File: config.mk
export PLATFORM = sky130hd
export DESIGN_NAME = instr_sequencer_flat
export DESIGN_NICKNAME = d
export VERILOG_FILES = /design/src/rtl/instr_sequencer_if.sv /design/src/rtl/instr_sequencer.sv /design/src/flat_wrapper.sv
export SDC_FILE = /design/constraint.sdc
export NUM_CORES = 1
export LEC_CHECK = 0
export BUFFER_PORTS_ARGS = -buffer_cell sky130_fd_sc_hd__buf_4
export CORE_ASPECT_RATIO = 0.6
export CORE_MARGIN = 2
export CORE_UTILIZATION = 51
export DETAILED_ROUTE_END_ITERATION = 8
export GPL_ROUTABILITY_DRIVEN = 0
export GPL_TIMING_DRIVEN = 0
export HOLD_SLACK_MARGIN = 0.12
export PLACE_DENSITY = 0.8
export SETUP_SLACK_MARGIN = 0.5
export SLEW_MARGIN = 20
export SYNTH_ARGS = -nofsm -noshare
export SYNTH_HDL_FRONTEND = slang
export SYNTH_SLANG_ARGS = --single-unit
File: constraint.sdc
create_clock -name clk -period 3.1 [get_ports clk]
set_input_delay 0.465 -clock clk [delete_from_list [all_inputs] [get_ports clk]]
set_output_delay 0.465 -clock clk [all_outputs]
set_load 0.02 [all_outputs]
File: src/rtl/instr_sequencer_if.sv
// Fetch and register-file signal bundle between the sequencer (master) and the
// instruction memory / register file (slave).
interface instr_sequencer_if;
    logic       imem_req;
    logic [7:0] imem_addr;
    logic       imem_ack;
    logic [7:0] imem_data;
    logic [1:0] rf_read_reg1;
    logic [1:0] rf_read_reg2;
    logic [7:0] rf_read_data1;
    logic [7:0] rf_read_data2;
    logic       rf_write;
    logic [1:0] rf_write_reg;
    logic [7:0] rf_write_data;

    modport master (
        output imem_req, imem_addr, rf_read_reg1, rf_read_reg2,
               rf_write, rf_write_reg, rf_write_data,
        input  imem_ack, imem_data, rf_read_data1, rf_read_data2
    );

    modport slave (
        input  imem_req, imem_addr, rf_read_reg1, rf_read_reg2,
               rf_write, rf_write_reg, rf_write_data,
        output imem_ack, imem_data, rf_read_data1, rf_read_data2
    );
endinterface

File: src/rtl/instr_sequencer.sv
// Four-state fetch/decode/read/writeback sequencer for an 8-bit ADD/LI/SUB/JMP ISA.
// Define SEQ_JUMP_EN to make opcode 11 a relative jump; otherwise it is a NOP.
//
// state    | meaning
// FETCH    | imem_req high, waiting for imem_ack; latch instruction
// DECODE   | drive rs/rt read selects; LI result formed; JMP/NOP retire here
// READ     | register-file data valid; ADD/SUB result registered
// WB       | one-cycle rf_write strobe; pc advances, instruction retires
module instr_sequencer (
    input  logic                clk,
    input  logic                reset,
    instr_sequencer_if.master   bus,
    output logic [7:0]          pc,
    output logic [7:0]          retired
);
    typedef enum logic [1:0] {S_FETCH, S_DECODE, S_READ, S_WB} state_t;

    localparam logic [1:0] OP_ADD = 2'b00;
    localparam logic [1:0] OP_LI  = 2'b01;
    localparam logic [1:0] OP_SUB = 2'b10;

    state_t     state_q, state_d;
    logic       run_q;
    logic [7:0] pc_q, pc_d;
    logic [7:0] retired_q, retired_d;
    logic [7:0] ir_q, ir_d;
    logic [7:0] result_q, result_d;

    logic [1:0] opcode;
    logic [7:0] li_imm;
    assign opcode = ir_q[7:6];
    assign li_imm = {{4{ir_q[3]}}, ir_q[3:0]};

`ifdef SEQ_JUMP_EN
    logic [7:0] jmp_off;
    assign jmp_off = {{2{ir_q[5]}}, ir_q[5:0]};
`endif

    // run_q keeps imem_req low for the first cycle out of reset even though
    // the state register already reads FETCH.
    always_ff @(posedge clk or negedge reset) begin
        if (!reset) begin
            state_q   <= S_FETCH;
            run_q     <= 1'b0;
            pc_q      <= 8'h00;
            retired_q <= 8'h00;
            ir_q      <= 8'h00;
            result_q  <= 8'h00;
        end else begin
            state_q   <= state_d;
            run_q     <= 1'b1;
            pc_q      <= pc_d;
            retired_q <= retired_d;
            ir_q      <= ir_d;
            result_q  <= result_d;
        end
    end

    always_comb begin
        state_d   = state_q;
        pc_d      = pc_q;
        retired_d = retired_q;
        ir_d      = ir_q;
        result_d  = result_q;
        unique case (state_q)
            S_FETCH: begin
                if (run_q && bus.imem_ack) begin
                    ir_d    = bus.imem_data;
                    state_d = S_DECODE;
                end
            end
            S_DECODE: begin
                if (opcode == OP_ADD || opcode == OP_SUB) begin
                    state_d = S_READ;
                end else if (opcode == OP_LI) begin
                    result_d = li_imm;
                    state_d  = S_WB;
                end else begin
`ifdef SEQ_JUMP_EN
                    pc_d = pc_q + jmp_off;
`else
                    pc_d = pc_q + 8'd1;
`endif
                    retired_d = retired_q + 8'd1;
                    state_d   = S_FETCH;
                end
            end
            S_READ: begin
                if (opcode == OP_SUB) begin
                    result_d = bus.rf_read_data1 - bus.rf_read_data2;
                end else begin
                    result_d = bus.rf_read_data1 + bus.rf_read_data2;
                end
                state_d = S_WB;
            end
            S_WB: begin
                pc_d      = pc_q + 8'd1;
                retired_d = retired_q + 8'd1;
                state_d   = S_FETCH;
            end
            default: state_d = S_FETCH;
        endcase
    end

    always_comb begin
        bus.imem_req      = 1'b0;
        bus.imem_addr     = pc_q;
        bus.rf_read_reg1  = ir_q[5:4];
        bus.rf_read_reg2  = ir_q[3:2];
        bus.rf_write      = 1'b0;
        bus.rf_write_reg  = 2'b00;
        bus.rf_write_data = 8'h00;
        if (state_q == S_FETCH) begin
            bus.imem_req = run_q;
        end
        if (state_q == S_WB) begin
            bus.rf_write      = 1'b1;
            bus.rf_write_reg  = (opcode == OP_LI) ? ir_q[5:4] : ir_q[1:0];
            bus.rf_write_data = result_q;
        end
    end

    assign pc      = pc_q;
    assign retired = retired_q;
endmodule

File: src/flat_wrapper.sv
// flat-port wrapper written by rule: the top's interface ports become plain ports
module instr_sequencer_flat 
  (clk, reset, pc, retired, bus_imem_req, bus_imem_addr, bus_rf_read_reg1, bus_rf_read_reg2, bus_rf_write, bus_rf_write_reg, bus_rf_write_data, bus_imem_ack, bus_imem_data, bus_rf_read_data1, bus_rf_read_data2);
  instr_sequencer_if bus_i ();
  input  logic clk;
  input  logic reset;
  output logic [7:0] pc;
  output logic [7:0] retired;
  output wire logic [$bits(bus_i.imem_req)-1:0] bus_imem_req;
  output wire logic [$bits(bus_i.imem_addr)-1:0] bus_imem_addr;
  output wire logic [$bits(bus_i.rf_read_reg1)-1:0] bus_rf_read_reg1;
  output wire logic [$bits(bus_i.rf_read_reg2)-1:0] bus_rf_read_reg2;
  output wire logic [$bits(bus_i.rf_write)-1:0] bus_rf_write;
  output wire logic [$bits(bus_i.rf_write_reg)-1:0] bus_rf_write_reg;
  output wire logic [$bits(bus_i.rf_write_data)-1:0] bus_rf_write_data;
  input wire logic [$bits(bus_i.imem_ack)-1:0] bus_imem_ack;
  input wire logic [$bits(bus_i.imem_data)-1:0] bus_imem_data;
  input wire logic [$bits(bus_i.rf_read_data1)-1:0] bus_rf_read_data1;
  input wire logic [$bits(bus_i.rf_read_data2)-1:0] bus_rf_read_data2;
  assign bus_imem_req = bus_i.imem_req;
  assign bus_imem_addr = bus_i.imem_addr;
  assign bus_rf_read_reg1 = bus_i.rf_read_reg1;
  assign bus_rf_read_reg2 = bus_i.rf_read_reg2;
  assign bus_rf_write = bus_i.rf_write;
  assign bus_rf_write_reg = bus_i.rf_write_reg;
  assign bus_rf_write_data = bus_i.rf_write_data;
  assign bus_i.imem_ack = bus_imem_ack;
  assign bus_i.imem_data = bus_imem_data;
  assign bus_i.rf_read_data1 = bus_rf_read_data1;
  assign bus_i.rf_read_data2 = bus_rf_read_data2;
  instr_sequencer u_core (.clk(clk), .reset(reset), .bus(bus_i), .pc(pc), .retired(retired));
endmodule
# After elaboration in Yosys (flattened, before gate mapping)
# Cells that the tools add are included.
# Widths: inputs -> output; s select.
dict set report word_totals {
  reg_bits 35
  input_bits 27
  out_inout_bits 40
  wordCells 47
}
dict set report op_classes {
  add_sub_neg 4
  eq_ne 9
  n_mux 19
  n_reduce_logical 9
}
# cell n
set op_table {}
lappend op_table {{$mux 8} 8}
lappend op_table {{$pmux 8 s2} 3}
lappend op_table {{$add 8x1->8 const B} 2}
lappend op_table {{$mux 2} 5}
lappend op_table {{$add 8x8->8} 1}
lappend op_table {{$pmux 2 s4} 1}
lappend op_table {{$sub 8x8->8} 1}
lappend op_table {{$eq 2x2->1 const B} 3}
lappend op_table {{$reduce_and 3->1} 2}
lappend op_table {{$eq 2x1->1 const B} 2}
lappend op_table {{$logic_not 2->1} 2}
lappend op_table {{$ne 2x1->1 const B} 2}
lappend op_table {{$ne 2x2->1 const B} 2}
lappend op_table {{$reduce_bool 2->1} 2}
lappend op_table {{$mux 1} 2}
lappend op_table {{$reduce_and 2->1} 1}
lappend op_table {{$logic_and 1x1->1} 1}
lappend op_table {{$logic_or 1x1->1} 1}

# Depth between registers and ports, before layout
# Gate-level depths: netlist (run 1).
dict set report depth {
  depth_word 4
  ltp_mapped 10
  ltp_nobuf 10
}

# Least setup slack after synthesis (run 1)
# Ideal clock, no wire load.
dict set report synth_path {
  path_kind {input-to-reg}
  startpoint {input port bus_rf_read_data2[0]}
  endpoint {register u_core.result_q[6]}
  setup_ps 76
  t_arrival_ps 2166
  required_ps 3024
  path_slack_ps 857
  cell_stages 9
  n_path_buf 0
  path_cell_list {inv_1 ha_1 mux2i_1 fa_1 a21o_1 a21o_1 a2111oi_0 a31oi_1 o21ai_1}
}
dict set report synth_between {
  elab_chain_cells 3
  word_cells_on_any_way 4
  classes_between {add/sub: 2; mux: 2}
}
# item line
set synth_lines {}
lappend synth_lines {{start: declaration} flat_wrapper.sv:19} ;# input wire logic [$bits(bus_i.rf_read_data2)-1:0] bus_rf_read_data2;
lappend synth_lines {{$add 8x8->8 or $sub 8x8->8 (tied branches)} {instr_sequencer.sv:92, instr_sequencer.sv:90}}
lappend synth_lines {{$mux 8 (*)} instr_sequencer.sv:89} ;# if (opcode == OP_SUB) begin
lappend synth_lines {{$pmux 8 s2 (*)} instr_sequencer.sv:65} ;# unique case (state_q)
lappend synth_lines {{end signal: assignment} instr_sequencer.sv:55} ;# result_q <= result_d;
lappend synth_lines {{end: declaration} instr_sequencer.sv:27} ;# logic [7:0] result_q, result_d;
# Every way passes the cells marked *; elsewhere a longest branch is shown, timed or not.
# A chain may end at the register's enable or synchronous reset.

# Worst setup path after layout (run 1)
dict set report layout_path {
  startpoint {register u_core.ir_q[7]}
  endpoint {register u_core.result_q[6]}
}
dict set report layout_between {
  elab_chain_cells 4
  word_cells_on_any_way 9
  classes_between {eq/ne: 4; mux: 2; reduce/logical: 3}
}
# item line
set layout_lines {}
lappend layout_lines {{start: declaration} instr_sequencer.sv:26} ;# logic [7:0] ir_q, ir_d;
lappend layout_lines {{start signal: assignment} instr_sequencer.sv:54} ;# ir_q <= ir_d;
lappend layout_lines {{$eq 2x2->1 or $logic_not 2->1 (tied branches)} {instr_sequencer.sv:73, instr_sequencer.sv:89}}
lappend layout_lines {{$logic_or 1x1->1} instr_sequencer.sv:73} ;# if (opcode == OP_ADD || opcode == OP_SUB) begin
lappend layout_lines {{$ne 2x2->1 (no source line)} -}
lappend layout_lines {{$reduce_and 3->1 (no source line)} -}
# Parallel ways exist; a longest one is shown, timed or not.

==> results of run 1 <==
worst max path at each step:
stage | start | to | slack [ns]
after CTS | u_core.ir_q[7] | u_core.result_q[6] | 0.64
after detailed placement | bus_rf_read_data2[0] | u_core.result_q[6] | 0.61
after global routing | u_core.ir_q[7] | u_core.result_q[6] | 0.45
after floorplan | bus_rf_read_data2[0] | u_core.result_q[6] | 0.86
final | u_core.ir_q[7] | u_core.result_q[6] | 0.63
after global placement | bus_rf_read_data2[0] | u_core.result_q[6] | 0.61
critical path: stages, from the launching register on:
cell       delay [ns]
dfrtp_1          0.44
nor2b_1          0.16
buf_2            0.20
mux2i_1          0.15
fa_1             0.44
a21o_1           0.20
a21o_1           0.24
a2111oi_2        0.38
a31oi_1          0.07
o21ai_1          0.12
registers in the layout (all words and copies together), names as in the netlist, named ones only:
register / flops
u_core.run_q: 1
u_core.state_q: 1
u_core.retired: 8
u_core.ir_q: 8
u_core.bus.imem_addr: 8
u_core.result_q: 8
synthesized netlist by cell type:
library cell,number,share of area
a2111oi_0,1,0.0042
a21o_1,5,0.018
a21oi_1,7,0.017
a221o_1,2,0.0096
a221oi_2,1,0.0072
a31o_2,1,0.0042
a31oi_1,5,0.015
and2_1,2,0.0060
and2b_1,1,0.0036
and3_1,12,0.036
and4_1,1,0.0042
buf_2,2,0.0048
buf_4,12,0.043
buf_6,1,0.0054
clkbuf_1,1,0.0018
conb_1,1,0.0018
dfrtp_1,35,0.42
fa_1,1,0.0096
ha_1,10,0.060
inv_1,9,0.016
mux2_2,9,0.049
mux2i_1,5,0.024
nand2_1,17,0.031
nand2b_1,2,0.0060
nand2b_4,1,0.0066
nand3_1,6,0.014
nor2_1,8,0.014
nor2_2,1,0.0030
nor2b_1,2,0.0060
nor3_1,2,0.0048
nor3_2,1,0.0048
nor3b_1,1,0.0036
nor3b_4,1,0.0090
o21a_1,1,0.0036
o21ai_0,7,0.017
o21ai_1,2,0.0048
o21bai_1,1,0.0036
xnor2_1,22,0.092
xor2_1,4,0.017
metrics by stage:
| step | utilization | cell area, µm² | std cells |
|---|---|---|---|
| after global routing | 0.7307 | 2766 | 324 |
| after CTS | 0.7290 | 2760 | 324 |
| after floorplan | - | 2088 | 203 |
| after detailed placement | 0.6980 | 2643 | 316 |
| after global placement | 0.6980 | 2643 | 316 |
| final | 0.7307 | 2766 | 324 |
routing by layer:
layer	track usage	vias up	routed length, µm
met4	0.07292	0	56
li1	-	836	-
met2	0.3090	40	1952
met3	0.06595	7	225
met1	0.3025	791	2412
met5	0	-	0
final cells by class:
type,instances,area (µm²),share of cell area
repair buffers,66,495.5,0.1791
multi-input cells,143,1070,0.3867
clock inverters,2,35.03,0.01266
flip-flops and latches,35,875.8,0.3166
clock buffers,6,82.58,0.02985
well taps,47,58.81,0.02126
inverters,9,33.78,0.01221
plain buffers,16,115.1,0.04161
kinds of logic (layout without fill, tap and decap cells):
kind of cell | after synthesis | count (layout) | share of synthesized area
AOI/OAI and AO/OA | 33 | 33 | 0.1037
xor gates and xnor gates | 26 | 26 | 0.1090
adders and majority gates | 11 | 11 | 0.06950
buffers and inverters | 25 | 99 | 0.07130
DFF | 35 | 35 | 0.4194
muxes | 14 | 14 | 0.07250
other | 1 | 1 | 0.001796
and+or+nand+nor | 58 | 58 | 0.1528
power groups by stage:
stage / sequential, mW / clock [mW] / combinational, mW
detailed placement: 0.834 / 0 / 1.52
global route: 0.855 / 0.452 / 1.69
floorplan: 0.872 / 0 / 0.990
finish: 0.828 / 0.423 / 1.56
global placement: 0.827 / 0 / 1.48
CTS: 0.827 / 0.427 / 1.53
==> results.py, run 1 <==
metrics = {
    "finish": {
        "fillers": 281,
        "diodes": 0,
        "fin_nets": 314,
        "layout_commonest_cell": "buf_4",
        "drive_gt1_frac": 0.3791,
        "area_growth_pct": 32.47,
        "final_cell_mix": "78 x buf_4, 35 x dfrtp_1, 22 x xnor2_1",
    },
    "placement": {
        "port_buffers": 66,
        "place_ws_ns": 0.6057,
        "hpwl_um": 3535,
    },
    "worst_setup_path": {
        "r2r_end": "u_core.result_q[6]",
        "crit_required_ns": 3.31,
        "path_max_fanout": 7,
        "cp-start-kind": "flip-flop",
        "worstPathArrival_ns": 2.69,
        "r2r_slack_ns": 0.63,
        "ff2ff_path_depth": 9,
        "r2r-start": "u_core.ir_q[7]",
        "endpoint_kind": "flip-flop",
        "worstSetupPathType": "flip-flop to flip-flop",
    },
    "clock_network": {
        "hold_buffers": 0,
        "cts_buffer_depth": 2,
        "cts_setup_buffers": 0,
        "tritoncts": "yes",
        "post_cts_resized": 0,
        "clk_latency_ns": 0.28,
        "htreeDepth": 2,
        "cts.sinks": 35,
        "clkTransAtPathRegs_ns": 0.07,
        "cts_root_buf": "clkbuf_8",
        "cts_buffers": 5,
    },
    "sta": {
        "fin_ws_ns": 0.6265,
        "setup_tns_ns": 0,
        "timing.final.crit_share": 0.7979,
        "tightest_slew_ns": 0.7495,
        "max_freq_mhz": 404.3,
        "layout_min_cycle_time_ns": 2.473,
        "maxSlewHeadroom": 0.4976,
        "finalHoldViolCount": 0,
        "clock_skew_ns": 0.002131,
        "setup-violations-final": 0,
        "slew_viol_final": 0,
        "whs_ns": 0.1148,
        "rsz0062_at_grt": "yes",
    },
    "drt": {
        "vias": 1674,
        "via_per_inst": 5.167,
        "wl_per_cell_um": 14.34,
        "drt_iter0_drc": 90,
        "antenna_left": 0,
        "wirelength_um": 4646,
        "route.detailed.drc": 0,
        "drt_first_pass_iters": 6,
    },
    "power_and_ir_drop": {
        "switching_power_mw": 1.153,
        "clkPwrFrac": 0.151,
        "p_per_area_mw_per_mm2": 1015,
        "p_int_mw": 1.655,
        "seqPwrFrac": 0.295,
        "vdd_drop_max_mv": 0.6250,
        "swShare": 0.4106,
        "power_mw": 2.809,
        "comb_power_share": 0.554,
        "p_leak_nw": 1.417,
    },
    "yosys": {
        "synth_area_per_cell_um2": 10.29,
        "postSynthCellCount": 203,
        "yosysWarningCount": 0,
        "synth_seq_area_share": 0.4194,
        "netlist_area_mm2": 0.002088,
        "ys_ff_latch": 35,
        "ys_types": 39,
        "synth_nets": 241,
    },
    "global_routing": {
        "grt_pass1_wl_um": 7300,
        "grt_max_degree": 36,
        "grt_usage": 0.2125,
        "antenna_found_initial": 0,
        "grt_pass1_vias": 1586,
        "grt_overflow": 0,
    },
    "floorplanning": {
        "io_pins": 67,
        "start_util": 0.5516,
        "die_height_um": 53.57,
        "dieArea_mm2": 0.004639,
        "die_x_um": 86.61,
        "core-area_mm2": 0.003786,
        "num_rows": 17,
    },
    "min_path": {
        "hold_class": "input port to asynchronous set/reset pin",
    },
    "run_status": {
        "status": "finished, final reports clean",
    },
    "flow_run": {
        "drv_cap": 0,
    },
}
Note: power is estimated with default switching activity, not from simulation.
==> run 2, diff against run 1 <==
Clock period 3.1 ns to 2.4 ns, I/O delays scaled along.
==> results.py, run 2 (same netlist as run 1, synthesis figures left out) <==
metrics = {
    "global_routing": {
        "antenna_found_initial": 0,
        "grt_usage": 0.2274,
        "grt_pass1_vias": 1613,
        "grt_overflow": 0,
        "grt.busiest_layer": "met1",
        "grtUsageMet1": 0.3389,
        "grt_pass1_wl_um": 7859,
        "grt_use_met3": 0.05675,
        "grt_max_degree": 36,
        "grt_use_met2": 0.3308,
    },
    "drt": {
        "vias": 1748,
        "route.detailed.drc": 0,
        "wirelength_um": 5064,
        "wl_per_cell_um": 15.12,
        "drt_first_pass_iters": 4,
        "drt_iter0_drc": 77,
        "via_per_inst": 5.218,
        "antenna_left": 0,
    },
    "clock_network": {
        "clkTransAtPathRegs_ns": 0.07,
        "htreeDepth": 2,
        "cts_buffers": 5,
        "cts.sinks": 35,
        "cts_root_buf": "clkbuf_8",
        "tritoncts": "yes",
        "cts_buffer_depth": 2,
        "clk_latency_ns": 0.29,
    },
    "floorplanning": {
        "die_height_um": 53.57,
        "num_rows": 17,
        "dieArea_mm2": 0.004639,
        "io_pins": 67,
        "die_x_um": 86.61,
        "start_util": 0.5516,
        "core-area_mm2": 0.003786,
    },
    "finish": {
        "fillers": 283,
        "multi_input_area_mm2": 0.001144,
        "fin_nets": 325,
        "layout_commonest_cell": "buf_4",
        "final_cell_mix": "87 x buf_4, 34 x dfrtp_1, 21 x xnor2_1",
        "area_growth_pct": 38.95,
        "ff_latch_area_um2": 877.1,
        "postLayoutCoreUtil": 0.7664,
        "diodes": 0,
        "drive_gt1_frac": 0.4444,
    },
    "sta": {
        "setup-violations-final": 0,
        "max_freq_mhz": 454.4,
        "setup_tns_ns": 0,
        "layout_min_cycle_time_ns": 2.201,
        "fin_ws_ns": 0.1993,
        "finalHoldViolCount": 0,
        "slew_viol_final": 0,
        "tightest_slew_ns": 0.7133,
        "timing.final.crit_share": 0.9170,
        "clock_skew_ns": 0.003733,
        "maxSlewHeadroom": 0.5219,
        "rsz0062_at_grt": "yes",
    },
    "worst_setup_path": {
        "cp-start-kind": "flip-flop",
        "r2r-start": "u_core.ir_q[7]",
        "worstPathArrival_ns": 2.41,
        "cp_slowest_stage_delay_ns": 0.39,
        "worstSetupStartpoint": "u_core.ir_q[7]",
        "ff2ff_path_depth": 9,
        "endpoint_kind": "flip-flop",
        "slowest_stage": "dfrtp_1",
        "path_common_cell": "a21o_1",
        "path_max_fanout": 6,
        "r2r_end": "u_core.result_q[6]",
        "crit_cells": 9,
        "cp_top_family": "compound AO/OA/AOI/OAI gates",
        "crit_chain": "nor2b_4 > buf_6 > mux2i_4 > fa_2 > a21o_1 > a21o_1 > a2111oi_4 > a31oi_1 > o21ai_1",
        "crit_end": "u_core.result_q[6]",
        "worstSetupPathType": "flip-flop to flip-flop",
        "crit_required_ns": 2.61,
        "r2r_slack_ns": 0.20,
        "worst-path-buf-inv": 1,
    },
    "min_path": {
        "hold_class": "input port to flip-flop",
    },
    "placement": {
        "hpwl_um": 3608,
        "place_ws_ns": 0.07706,
        "port_buffers": 66,
    },
    "power_and_ir_drop": {
        "p_per_area_mw_per_mm2": 1297,
        "comb_power_share": 0.604,
        "switching_power_mw": 1.572,
        "p_int_mw": 2.190,
        "seqPwrFrac": 0.284,
        "clkPwrFrac": 0.112,
        "vdd_drop_max_mv": 0.7349,
        "swShare": 0.4179,
        "p_leak_nw": 1.468,
    },
    "flow_run": {
        "drv_cap": 0,
    },
    "run_status": {
        "status": "finished, final reports clean",
    },
}
run 2: cell type report:
type / instances / share of cell area
Multi-Input combinational cell: 143 / 0.3941
Sequential cell: 35 / 0.3023
Timing Repair Buffer: 77 / 0.2014
Buffer: 16 / 0.04226
Clock buffer: 7 / 0.02630
Tap cell: 47 / 0.02027
Inverter: 9 / 0.01164
Clock inverter: 1 / 0.001725
run 2: worst min-delay path by stage:
stage                     startpoint                    endpoint  slack, ns  cells after the start
finish              bus_imem_data[4]              u_core.ir_q[4]       0.30                      2
global route        bus_imem_data[5]              u_core.ir_q[5]       0.29                      2
CTS                 bus_imem_data[2]              u_core.ir_q[2]       0.30                      2
detailed placement             reset     u_core.bus.imem_addr[5]       0.34                      1
global placement               reset     u_core.bus.imem_addr[5]       0.34                      1
floorplan                      reset  asynchronous set/reset pin       0.06                      0
run 2: what timing repair did:
action / CTS / global route
resized for setup: 8 / 9
hold buffers: 1 / 0
endpoints found under the setup margin: 6 / 14
endpoints found under the hold margin: 35 / 0
buffers inserted: 8 / 2
pin swaps: 8 / 6
run 2: power by group through the flow:
stage | registers [mW] | logic (mW) | clock network (mW)
2_1_floorplan | 1.13 | 1.33 | 0
3_3_place_gp | 1.07 | 1.97 | 0
3_5_place_dp | 1.08 | 2.01 | 0
4_1_cts | 1.06 | 2.17 | 0.420
5_1_grt | 1.10 | 2.46 | 0.449
6_report | 1.07 | 2.27 | 0.421
run 2: metal layers:
layer | wire, µm | part of all wire
met1 | 2533 | 0.50
met2 | 2191 | 0.43
met3 | 276 | 0.055
met4 | 62 | 0.012
met5 | 0 | 0
run 2: metrics by stage:
step	area [µm²]	power, mW	hold slack [ns]	cells
final	2902	3.762	0.3007	335
after global routing	2902	4.013	0.2931	335
after CTS	2849	3.647	0.2992	333
after detailed placement	2664	3.086	0.3380	316
after global placement	2664	3.034	0.3381	316
after floorplan	2110	2.453	0.06441	203
